## src/rtl/fir_seq_pkg.sv

```systemverilog
`default_nettype none
// +----------------------------------------------------------------------------+
// | fir_seq_pkg : shared types and helpers for the FIR sequencer               |
// | Rev 1.0                                                                    |
// +----------------------------------------------------------------------------+
package fir_seq_pkg;

    localparam int ADDR_W = 4;

    typedef enum logic [2:0] {
        ST_IDLE   = 3'd0,
        ST_LOAD   = 3'd1,
        ST_VERIFY = 3'd2,
        ST_RUN    = 3'd3,
        ST_DRAIN  = 3'd4
    } state_e;

    // Bits needed to hold a count in the range 0..max_val inclusive.
    function automatic int cnt_w(input int max_val);
        return (max_val < 1) ? 1 : $clog2(max_val + 1);
    endfunction

    function automatic bit fifo_depth_ok(input int depth, input int lat);
        return (lat >= 1) && (depth >= lat + 1);
    endfunction

endpackage
`default_nettype wire

```

## src/rtl/fir_seq_fifo.sv

```systemverilog
`default_nettype none
// +----------------------------------------------------------------------------+
// | fir_seq_fifo : synchronous FIFO with occupancy count                       |
// | Rev 1.0                                                                    |
// +----------------------------------------------------------------------------+
module fir_seq_fifo
    import fir_seq_pkg::*;
#(
    parameter int DEPTH = 4,
    parameter int WIDTH = 16
) (
    input  logic                      clk,
    input  logic                      rst_n,
    input  logic                      push,
    input  logic [WIDTH-1:0]          push_data,
    input  logic                      pop,
    output logic [WIDTH-1:0]          pop_data,
    output logic                      empty,
    output logic [cnt_w(DEPTH)-1:0]   count
);

    localparam int c_aw = (DEPTH > 1) ? $clog2(DEPTH) : 1;
    localparam int c_cw = cnt_w(DEPTH);

    logic [WIDTH-1:0] r_mem [DEPTH];
    logic [c_aw-1:0]  r_wr_ptr;
    logic [c_aw-1:0]  r_rd_ptr;
    logic [c_cw-1:0]  r_count;
    logic             w_full;
    logic             w_do_pop;
    logic             w_do_push;

    assign empty     = (r_count == '0);
    assign w_full    = (r_count == c_cw'(DEPTH));
    assign w_do_pop  = pop && !empty;
    // A push into a full FIFO is legal only when the same cycle frees an entry.
    assign w_do_push = push && (!w_full || w_do_pop);
    assign pop_data  = r_mem[r_rd_ptr];
    assign count     = r_count;

    always_ff @(posedge clk) begin
        if (w_do_push) begin
            r_mem[r_wr_ptr] <= push_data;
        end
    end

    always_ff @(posedge clk or negedge rst_n) begin
        if (!rst_n) begin
            r_wr_ptr <= '0;
            r_rd_ptr <= '0;
            r_count  <= '0;
        end else begin
            if (w_do_push) begin
                r_wr_ptr <= (r_wr_ptr == c_aw'(DEPTH - 1)) ? '0 : r_wr_ptr + c_aw'(1);
            end
            if (w_do_pop) begin
                r_rd_ptr <= (r_rd_ptr == c_aw'(DEPTH - 1)) ? '0 : r_rd_ptr + c_aw'(1);
            end
            if (w_do_push && !w_do_pop) begin
                r_count <= r_count + c_cw'(1);
            end else if (!w_do_push && w_do_pop) begin
                r_count <= r_count - c_cw'(1);
            end
        end
    end

endmodule
`default_nettype wire

```

## src/rtl/fir_seq_ctrl.sv

```systemverilog
`default_nettype none
// +----------------------------------------------------------------------------+
// | fir_seq_ctrl : coefficient loader and credit-guarded stream sequencer      |
// | for the FIR core. Optional readback check: define FIR_SEQ_READBACK_EN.     |
// | Rev 1.0                                                                    |
// +----------------------------------------------------------------------------+
module fir_seq_ctrl
    import fir_seq_pkg::*;
#(
    parameter int N          = 4,
    parameter int DATA_WIDTH = 16,
    parameter int FIR_LAT    = 1,
    parameter int FIFO_DEPTH = 4
) (
    input  logic                  clk,
    input  logic                  rst_n,
    input  logic                  coef_wr_i,
    input  logic [ADDR_W-1:0]     coef_idx_i,
    input  logic [DATA_WIDTH-1:0] coef_dat_i,
    input  logic                  start_i,
    input  logic                  stop_i,
    output logic                  busy_o,
    output logic                  run_o,
    output logic                  err_o,
    input  logic                  s_valid_i,
    input  logic [DATA_WIDTH-1:0] s_data_i,
    output logic                  s_ready_o,
    output logic                  m_valid_o,
    output logic [DATA_WIDTH-1:0] m_data_o,
    input  logic                  m_ready_i,
    output logic                  fir_valid_o,
    output logic [DATA_WIDTH-1:0] fir_sample_o,
    input  logic [DATA_WIDTH-1:0] fir_result_i,
    output logic                  fir_we_coeff_o,
    output logic [ADDR_W-1:0]     fir_addr_coeff_o,
    output logic [DATA_WIDTH-1:0] fir_coeff_o,
    input  logic [DATA_WIDTH-1:0] fir_coeff_i
);

    localparam int             c_cw   = cnt_w(FIFO_DEPTH);
    localparam int             c_sw   = c_cw + 1;
    localparam logic [ADDR_W:0] c_last = (ADDR_W + 1)'(N - 1);
    localparam logic [ADDR_W:0] c_n    = (ADDR_W + 1)'(N);

    generate
        if (!fifo_depth_ok(FIFO_DEPTH, FIR_LAT) || N < 1 || N > 16) begin : g_bad_cfg
            $error("fir_seq_ctrl: need 1<=N<=16, FIR_LAT>=1, FIFO_DEPTH>=FIR_LAT+1");
        end
    endgenerate

    state_e                r_state;
    state_e                w_state_nxt;
    logic [ADDR_W:0]       r_idx;
    logic [ADDR_W:0]       w_idx_nxt;
    logic [DATA_WIDTH-1:0] r_shadow [N];
    logic [DATA_WIDTH-1:0] w_shadow_rd;
    logic                  r_fir_valid;
    logic [DATA_WIDTH-1:0] r_fir_sample;
    logic [FIR_LAT-1:0]    r_vsr;
    logic [c_cw-1:0]       r_inflight;
    logic [c_cw-1:0]       w_fifo_count;
    logic                  w_fifo_empty;
    logic [DATA_WIDTH-1:0] w_fifo_data;
    logic                  w_accept;
    logic                  w_push;
    logic                  w_pop;

    // ---------------- FSM ----------------
    always_ff @(posedge clk or negedge rst_n) begin
        if (!rst_n) begin
            r_state <= ST_IDLE;
            r_idx   <= '0;
        end else begin
            r_state <= w_state_nxt;
            r_idx   <= w_idx_nxt;
        end
    end

    always_comb begin
        w_state_nxt = r_state;
        w_idx_nxt   = r_idx;
        case (r_state)
            ST_IDLE: begin
                if (start_i) begin
                    w_state_nxt = ST_LOAD;
                    w_idx_nxt   = '0;
                end
            end
            ST_LOAD: begin
                if (r_idx == c_last) begin
`ifdef FIR_SEQ_READBACK_EN
                    w_state_nxt = ST_VERIFY;
`else
                    w_state_nxt = ST_RUN;
`endif
                    w_idx_nxt   = '0;
                end else begin
                    w_idx_nxt   = r_idx + (ADDR_W + 1)'(1);
                end
            end
            ST_VERIFY: begin
                if (r_idx == c_n) begin
                    w_state_nxt = ST_RUN;
                    w_idx_nxt   = '0;
                end else begin
                    w_idx_nxt   = r_idx + (ADDR_W + 1)'(1);
                end
            end
            ST_RUN: begin
                if (stop_i) begin
                    w_state_nxt = ST_DRAIN;
                end
            end
            ST_DRAIN: begin
                if (r_inflight == '0 && w_fifo_empty) begin
                    w_state_nxt = ST_IDLE;
                end
            end
            default: begin
                w_state_nxt = ST_IDLE;
                w_idx_nxt   = '0;
            end
        endcase
    end

    assign busy_o           = (r_state != ST_IDLE);
    assign run_o            = (r_state == ST_RUN);
    assign fir_we_coeff_o   = (r_state == ST_LOAD);
    assign fir_addr_coeff_o = ((r_state == ST_LOAD) || (r_state == ST_VERIFY && r_idx < c_n))
                              ? r_idx[ADDR_W-1:0] : '0;
    assign fir_coeff_o      = (r_state == ST_LOAD) ? w_shadow_rd : '0;

    // ---------------- Shadow bank ----------------
    always_ff @(posedge clk or negedge rst_n) begin
        if (!rst_n) begin
            for (int i = 0; i < N; i++) begin
                r_shadow[i] <= '0;
            end
        end else if (coef_wr_i && (r_state == ST_IDLE || r_state == ST_RUN)) begin
            for (int i = 0; i < N; i++) begin
                if (coef_idx_i == ADDR_W'(i)) begin
                    r_shadow[i] <= coef_dat_i;
                end
            end
        end
    end

    always_comb begin
        w_shadow_rd = '0;
        for (int i = 0; i < N; i++) begin
            if (r_idx == (ADDR_W + 1)'(i)) begin
                w_shadow_rd = r_shadow[i];
            end
        end
    end

    // ---------------- Sample path and credits ----------------
    // Every accepted sample owns a FIFO slot from acceptance until it is popped.
    assign s_ready_o = (r_state == ST_RUN) &&
                       ((c_sw'(w_fifo_count) + c_sw'(r_inflight)) < c_sw'(FIFO_DEPTH));
    assign w_accept  = s_valid_i && s_ready_o;
    assign w_push    = r_vsr[FIR_LAT-1];

    always_ff @(posedge clk or negedge rst_n) begin
        if (!rst_n) begin
            r_fir_valid  <= 1'b0;
            r_fir_sample <= '0;
            r_inflight   <= '0;
        end else begin
            r_fir_valid <= w_accept;
            if (w_accept) begin
                r_fir_sample <= s_data_i;
            end
            if (w_accept && !w_push) begin
                r_inflight <= r_inflight + c_cw'(1);
            end else if (!w_accept && w_push) begin
                r_inflight <= r_inflight - c_cw'(1);
            end
        end
    end

    generate
        if (FIR_LAT == 1) begin : g_vsr_single
            always_ff @(posedge clk or negedge rst_n) begin
                if (!rst_n) begin
                    r_vsr <= '0;
                end else begin
                    r_vsr <= r_fir_valid;
                end
            end
        end else begin : g_vsr_chain
            always_ff @(posedge clk or negedge rst_n) begin
                if (!rst_n) begin
                    r_vsr <= '0;
                end else begin
                    r_vsr <= {r_vsr[FIR_LAT-2:0], r_fir_valid};
                end
            end
        end
    endgenerate

    assign fir_valid_o  = r_fir_valid;
    assign fir_sample_o = r_fir_sample;

    // ---------------- Result FIFO ----------------
    assign w_pop     = m_valid_o && m_ready_i;
    assign m_valid_o = !w_fifo_empty;
    assign m_data_o  = m_valid_o ? w_fifo_data : '0;

    fir_seq_fifo #(
        .DEPTH (FIFO_DEPTH),
        .WIDTH (DATA_WIDTH)
    ) u_fifo (
        .clk       (clk),
        .rst_n     (rst_n),
        .push      (w_push),
        .push_data (fir_result_i),
        .pop       (w_pop),
        .pop_data  (w_fifo_data),
        .empty     (w_fifo_empty),
        .count     (w_fifo_count)
    );

    // ---------------- Coefficient readback ----------------
`ifdef FIR_SEQ_READBACK_EN
    logic                  r_err;
    logic [DATA_WIDTH-1:0] w_shadow_prev;
    logic                  w_mismatch;

    // Readback lags the address by one cycle, so cycle k checks entry k-1.
    always_comb begin
        w_shadow_prev = '0;
        for (int i = 0; i < N; i++) begin
            if (r_idx == (ADDR_W + 1)'(i + 1)) begin
                w_shadow_prev = r_shadow[i];
            end
        end
    end

    assign w_mismatch = (r_state == ST_VERIFY) && (r_idx != '0) && (fir_coeff_i != w_shadow_prev);

    always_ff @(posedge clk or negedge rst_n) begin
        if (!rst_n) begin
            r_err <= 1'b0;
        end else if (r_state == ST_IDLE && start_i) begin
            r_err <= 1'b0;
        end else if (w_mismatch) begin
            r_err <= 1'b1;
        end
    end

    assign err_o = r_err;
`else
    logic w_unused_coeff;
    assign w_unused_coeff = ^fir_coeff_i;
    assign err_o          = 1'b0;
`endif

endmodule
`default_nettype wire
```

## config.mk

```make
export PLATFORM = sky130hd
export DESIGN_NAME = fir_seq_ctrl
export DESIGN_NICKNAME = d
export VERILOG_FILES = /design/src/rtl/fir_seq_pkg.sv /design/src/rtl/fir_seq_fifo.sv /design/src/rtl/fir_seq_ctrl.sv
export SDC_FILE = /design/constraint.sdc
export NUM_CORES = 1
export LEC_CHECK = 0
export CAP_MARGIN = 25
export CORE_UTILIZATION = 39
export CTS_BUF_LIST = sky130_fd_sc_hd__clkbuf_4 sky130_fd_sc_hd__clkbuf_8
export DETAILED_ROUTE_END_ITERATION = 12
export GPL_TIMING_DRIVEN = 0
export PLACE_DENSITY = 0.65
export SYNTH_ARGS = -nofsm -noshare
export SYNTH_HDL_FRONTEND = slang
export SYNTH_SLANG_ARGS = --single-unit
```

## constraint.sdc

```tcl
create_clock -name clk -period 4.38 [get_ports clk]
set_clock_uncertainty 0.1 [all_clocks]
set_input_delay 1.095 -clock clk [delete_from_list [all_inputs] [get_ports clk]]
set_output_delay 1.095 -clock clk [all_outputs]
set_load 0.02 [all_outputs]
```

### After elaboration in Yosys (flattened, before gate mapping)

Memory sizes are Yosys's and may differ from the RTL's.
Cells that the tools add are included.

* RAM bits: 64
* register bits: 100
* logic and storage cells: 105
* memories: 1

* equal/unequal tests: 19
* bitwise operators: 1
* reductions and logical operators: 36
* muxes and demuxes: 25
* $add $sub $neg: 8
* order comparisons: 2

Memories
* u_fifo.r_mem: depth 4, width 16, rd ports 1, clocked after Yosys merged registers in 0, wr ports 1, RTL line fir_seq_fifo.sv:25 `logic [WIDTH-1:0] r_mem [DEPTH];`

Operators with widths (number)
* 2-to-1 mux 16 bit: 6
* 2-to-1 mux 3 bit: 9
* case mux 5 bit (4 select lines): 1
* 2-to-1 mux 5 bit: 3
* case mux 3 bit (5 select lines): 1
* logical AND 1 bit: 12
* == test 5 x 2 -> 1 bit, second input constant: 2
* AND reduction 2 bit: 5
* logical NOT 3 bit: 3
* == test 4 x 2 -> 1 bit, second input constant: 2
* != test 2 bit, second input constant: 4
* adder 3 x 1 -> 3 bit, second input constant: 2
* == test 3 x 2 -> 1 bit, second input constant: 2
* == test 3 bit, second input constant: 2
* logical NOT 1 bit: 6
* subtractor 3 x 1 -> 3 bit, second input constant: 2
* adder 5 x 1 -> 5 bit, second input constant: 1
* == test 5 x 1 -> 1 bit, second input constant: 1
* == test 5 x 3 -> 1 bit, second input constant: 1
* logical NOT 5 bit: 1
* < comparator 5 x 3 -> 1 bit, second input constant: 1
* AND reduction 5 bit: 1
* adder 2 x 1 -> 2 bit, second input constant: 2
* adder 3 x 3 -> 4 bit: 1
* 14 further kinds: 20

### Depth between registers and ports, before layout

Gate-level depths: netlist of run 1.

* depth in word-level cells: 10
* mapped depth: 13
* mapped depth without buffers: 11

### Hierarchy

A second synthesis of run 1 with hierarchy kept.

* cells, all modules: 483
* area total of the unflattened synthesis: 7255.7 um2

By module, submodules not included
* fir_seq_ctrl: sequential area each 2327.2 um2, cells an instance 363, times used 1, area each 4504.3 um2
* fir_seq_fifo: sequential area each 2097.0 um2, cells an instance 120, times used 1, area each 2751.4 um2

### Worst setup path after synthesis of run 1

No wires, ideal clock.

* kind: flip-flop to output port
* from: register r_state[1]
* to: output fir_coeff_o[10]
* data required time: 3.185 ns
* cell stages (with the launch flop): 6
* path slack: 1.276 ns
* data arrival time: 1.909 ns
* path buffers: 2
* cells stage by stage: dfrtp_1 > buf_2 > nor3b_2 > clkbuf_1 > o221ai_1 > a21oi_1

* word-level cells in the longest chain between the ends: 2

RTL lines
* start, declared: RTL line fir_seq_ctrl.sv:51 `state_e r_state;`
* start signal, assigned: RTL line fir_seq_ctrl.sv:74 `r_state <= w_state_nxt;`
* == test 3 x 1 -> 1 bit
* named net fir_we_coeff_o: RTL line fir_seq_ctrl.sv:34 `output logic fir_we_coeff_o,`
* 2-to-1 mux 16 bit: RTL line fir_seq_ctrl.sv:131 `assign fir_coeff_o = (r_state == ST_LOAD) ? w_shadow_rd : '0;`
* end, declared: RTL line fir_seq_ctrl.sv:36 `output logic [DATA_WIDTH-1:0] fir_coeff_o,`

The timed path passes the listed nets, and every way through them passes these cells.

### Worst setup path after layout of run 1

* from: register r_idx[2]
* to: output fir_coeff_o[11]

* word-level cells in the longest chain between the ends: 6
* elaborated cells on any way between the ends: 9
* classes of those cells: eq/ne (3); mux (5); reduce/logical (1)

RTL lines
* start, declared: RTL line fir_seq_ctrl.sv:53 `logic [ADDR_W:0] r_idx;`
* start signal, assigned: RTL line fir_seq_ctrl.sv:75 `r_idx <= w_idx_nxt;`
* logical NOT 5 bit: RTL line fir_seq_ctrl.sv:151 `if (r_idx == (ADDR_W + 1)'(i)) begin`
* 2-to-1 mux 16 bit (3 in series): RTL line fir_seq_ctrl.sv:151
* 2-to-1 mux 16 bit *: RTL line fir_seq_ctrl.sv:151
* 2-to-1 mux 16 bit *: RTL line fir_seq_ctrl.sv:131

Mark *: on every way between the ends. The rest lies on a longest branch, timed or not.

==> results of run 1 <==
## cells by family (layout without fill, tap and decap cells)
logic type                 Yosys count  in the layout  share of synthesized area
adders and majority gates           15             15                     0.0284
xor gates and xnor gates             6              6                    0.00735
buffers and inverters               37            187                     0.0263
and+or+nand+nor                     67             67                     0.0632
muxes                              100            100                      0.188
other                                1              1                   0.000525
DFF                                164            164                      0.619
AOI/OAI and AO/OA                   68             68                     0.0676
## cell usage in the layout (no fill, tap or decap), types with 13 or more instances in the layout
cell	instances
and2_1	24
a21oi_1	20
clkdlybuf4s50_1	115
mux4_2	16
dfrtp_1	100
o221ai_1	16
clkbuf_8	17
a22oi_1	16
ha_1	13
edfxtp_1	64
mux2_2	73
## power by group
group	switching [uW]	leakage, uW	internal [uW]
clock	567	0.000168	449
sequential	251	0.00187	2020
combinational	1380	0.00159	1420
## metrics by stage
stage,power [uW],hold slack (ps)
floorplan,3950,364
CTS,6130,306
finish,6090,296
global route,6480,323
detailed placement,5080,276
global placement,4990,271
## timing repair
item	4_1_cts	5_1_grt
resized for setup	5	8
pin swaps	0	1
setup endpoints to repair	10	10
gates cloned	0	0
buffers inserted	0	2
## final timing paths
check | end | slack, ps | cells after the start
max in group asynchronous | r_shadow[55] | 2920 | 2
min in group asynchronous | r_shadow[61] | 570 | 1
max | fir_coeff_o[11] | 180 | 7
min reg2reg | r_vsr | 300 | 0
max reg2reg | r_inflight[2] | 1500 | 12
min | r_vsr | 300 | 0
## layer usage
layer,vias up,track usage,part of all wire
li1,2012,-,-
met1,2238,0.224,0.46
met2,114,0.265,0.48
met3,10,0.0508,0.053
met4,0,0.0617,0.0087
met5,-,0,0
## flip-flops by register name, indices dropped and copies added, names as in the netlist
name,count
u_fifo.count,3
u_fifo.r_wr_ptr,2
u_fifo.r_mem,64
r_state,3
r_idx,5
r_vsr,1
r_inflight,3
r_shadow,64
u_fifo.r_rd_ptr,2
fir_sample_o,16
fir_valid_o,1
## final cells by class
type	instances	area, um^2	share of cell area
Timing Repair Buffer	119	1200	0.133
Inverter	11	41.3	0.00458
Clock inverter	15	128	0.0141
Buffer	25	151	0.0168
Sequential cell	164	4420	0.490
Multi-Input combinational cell	257	2560	0.283
Clock buffer	17	234	0.0259
Tap cell	229	287	0.0318
## worst max-delay path, stage by stage, from the launching register on
cell             delay (ps)
dfrtp_1                 370
clkbuf_1                220
or4b_1                  540
buf_2                   210
clkbuf_2                260
o221ai_1                280
a21oi_1                 100
clkdlybuf4s50_1         570
==> flow_summary.ini, run 1 <==
[yosys]
synthesis.area_um2 = 7150
ys_seq_area_frac = 0.619
ys_types = 53
ys_ff_latch = 164
syn_inst = 458
synth.most_common_cell = dfrtp_1
syn-num-nets = 548
synth.area.top_cells = dfrtp_1 35%, edfxtp_1 27%, mux2_2 12%, mux4_2 5.0%, ha_1 2.3%
yosysTopAreaCell = dfrtp_1
netlist_top_cells_count = 100 x dfrtp_1, 73 x mux2_2, 64 x edfxtp_1, 25 x and2_1, 20 x a21oi_1
yosys_most_used_dff = dfrtp_1
synth-edff-count = 64
syn_avg_cell_area_um2 = 15.6
yosys_warnings = 0
async_flop_share = 0.610
yosysTopAreaCellShare = 0.350

[cells_and_area]
stdcell_area_um2 = 9020
fin_cells = 837
area_growth_pct = 26.2
n_fill_cell = 1542
finalNetCount = 685
antenna_cells = 0
fin_util = 0.502
layout-drive-gt1-share = 0.270

[global_route]
antenna_found_initial = 0
grt_overflow = 0
grt_max_degree = 52
grt_pass1_vias = 4560
grtUsageTotal = 0.170
grt_pass1_wl_mm = 23.9

[timing]
hold_viol_final = 0
max_slew.worst_pin.slew_ps = 885
finalSetupTns_ps = 0
min_period_ps = 4200
fin_crit_sh = 0.958
final.setup.worst_slack_ps = 182
relSlewSlack = 0.410
rsz0062_at_grt = false
drv_slew = 0
finalSetupViolCount = 0
fmax_mhz = 238

[cts]
clkTransAtPathRegs_ps = 90
htreeDepth = 4
cts_tree = built
cts_buffers = 17
cts_hold_buf = 0
clk_latency_ps = 450
cts.sinks = 164
root_buffer = clkbuf_8
clockBufferDepth = 2

[drt]
drc = 0
drt_pass1_iterations = 4
vias = 4374
drt_wl_total_mm = 14.9
viasPerCell = 5.23
antenna_left = 0
routedWlPerCell_um = 17.8
first_iter_violations = 203

[floorplan]
ios = 134
rows = 49
fp.dieW_um = 137
die_y_um = 137
initial_core_util = 0.398
coreArea_um2 = 18000
die_area_um2 = 18900

[placement]
place_area_um2 = 8620
dp_hpwl_mm = 10.1
place_inst = 804
pre_cts_slack_ps = 170
routabilityCongestion = 0.751
port_buffers = 116

[setup_path]
worstSetupStartpointType = flip-flop
path_class = reg -> out
crit_start = r_idx[2]
setup.worst_path.end_class = primary output
cp.required_ps = 3180
r2r_start = r_inflight[2]
cp_max_fo = 10
cp.arrival_ps = 3000

[run]
cap_violations = 0

[status]
outcome = finished, final reports clean

[hold_path]
hold_start = fir_valid_o
min_path_type = reg -> reg

[power_and_ir_drop]
p_leak_uw = 0.00363
ir_worst_vdd_uv = 283
cellPowerDensity_nw_per_um2 = 675
(Power assumes the default switching activity.)
==> run 2: changes to the inputs <==
CORE_UTILIZATION = 35   (was 39)
MAX_ROUTING_LAYER = met4   (was default)
PLACE_DENSITY = 0.59   (was 0.65)
RECOVER_POWER = 50   (was default)
==> flow_summary.ini, run 2 (synthesis gave the netlist of run 1 again) <==
[status]
outcome = complete, but fails checks
violations = max-capacitance violations, max-slew violations

[timing]
fin_crit_sh = 0.959
drv_slew = 103
rsz0062_at_grt = false
min_period_ps = 4200
finalSetupViolCount = 0
fmax_mhz = 238
hold_viol_final = 0
holdWs_ps = 289
finalSetupTns_ps = 0
max_slew.worst_pin.slew_ps = 1880
relSlewSlack = -0.253

[cts]
clk_latency_ps = 440
clockBufferDepth = 2
cts_hold_buf = 0
clkTransAtPathRegs_ps = 90
root_buffer = clkbuf_8
cts.sinks = 164
cts_buffers = 17
htreeDepth = 4
cts_tree = built

[floorplan]
initial_core_util = 0.363
rows = 51
die_area_um2 = 21000
die_y_um = 145
coreArea_um2 = 19700
ios = 134
fp.dieW_um = 145

[global_route]
grt_pass1_wl_mm = 25.7
grt_pass1_vias = 4752
grtUsageTotal = 0.162
antenna_found_initial = 0
grt_overflow = 0
grt_max_degree = 61

[power_and_ir_drop]
cellPowerDensity_nw_per_um2 = 690
p_leak_uw = 0.00368
power.total_uw = 6280
ir_worst_vdd_uv = 424

[cells_and_area]
finalNetCount = 684
antenna_cells = 0
most-common-layout-cells = 100 x dfrtp_1, 98 x clkdlybuf4s50_1, 73 x mux2_2, 64 x edfxtp_1, 24 x and2_1
layout-drive-gt1-share = 0.267
final_common_cell = dfrtp_1
seq_area_um2 = 4420
multi_input_area_um2 = 2550
fin_cells = 872
area_growth_pct = 27.3
fin_util = 0.462
n_fill_cell = 1753

[drt]
routedWlPerCell_um = 18.1
vias = 4318
first_iter_violations = 271
drc = 0
drt_pass1_iterations = 4
viasPerCell = 4.95
antenna_left = 0
drt_wl_total_mm = 15.8

[placement]
port_buffers = 116
dp_hpwl_mm = 10.6
place_inst = 840
routabilityCongestion = 0.747

[setup_path]
r2r_cells = 10
cp.arrival_ps = 3010
r2r_start = u_fifo.count[1]
rrSetupSlack_ps = 1260
setup.worst_path.end_class = primary output
worstSetupStartpointType = flip-flop
path_class = reg -> out
critical_path.reg2reg.endpoint = r_inflight[1]
cp.required_ps = 3180
cp_max_fo = 10

[hold_path]
min_to = r_vsr
min_path_type = reg -> reg
whs_path_depth = 0
hold_start = fir_valid_o

[run]
cap_violations = 2
-- run 2: critical path, cell delays in order, from the launching register on --
cell	delay, ps
dfrtp_1	370
clkbuf_1	230
nor3_2	300
and2_2	300
buf_2	310
a22oi_1	130
a21oi_1	240
clkdlybuf4s50_1	660
-- run 2: stage by stage --
| step | instance area (um^2) | setup slack [ps] |
|---|---|---|
| after detailed placement | 8660 | 177 |
| final | 9100 | 180 |
| after floorplan | 7150 | 1280 |
| after global placement | 8640 | -1600 |
| after CTS | 9100 | 44.3 |
| after global routing | 9100 | 6.51 |
-- run 2: timing repair --
item	CTS	global route
setup buffers	0	1
gates resized for setup	6	5
pin swaps	0	1
setup endpoints to repair	10	10
-- run 2: worst max path at each step --
| stage | startpoint | endpoint | slack, ps | depth (start not counted) |
|---|---|---|---|---|
| after CTS | r_idx[2] | fir_coeff_o[7] | 40 | 6 |
| after global routing | rst_n | r_state[0] | 7 | 2 |
| final | r_idx[2] | fir_coeff_o[7] | 180 | 7 |
| after detailed placement | r_idx[0] | fir_coeff_o[7] | 180 | 8 |
| after floorplan | r_state[1] | fir_coeff_o[10] | 1280 | 5 |
| after global placement | rst_n | u_fifo.r_wr_ptr[0] | -1600 | 1 |
-- run 2: metal layers --
| layer | share of wire | wire (um) | GRT usage |
|---|---|---|---|
| met1 | 0.45 | 7060 | 0.199 |
| met2 | 0.50 | 7880 | 0.266 |
| met3 | 0.042 | 660 | 0.0399 |
| met4 | 0.0094 | 148 | 0.0420 |
| met5 | 0 | 0 | - |
-- run 2: cell type report --
type | instances | area share
Sequential cell | 164 | 0.486
Clock buffer | 18 | 0.0265
Inverter | 11 | 0.00454
Buffer | 25 | 0.0162
Tap cell | 265 | 0.0364
Clock inverter | 14 | 0.0208
Timing Repair Buffer | 118 | 0.129
Multi-Input combinational cell | 257 | 0.280
-- run 2: report_power, final --
group          internal, uW  switching (uW)
logic                  1410            1400
registers              2020             258
clock network           591             605
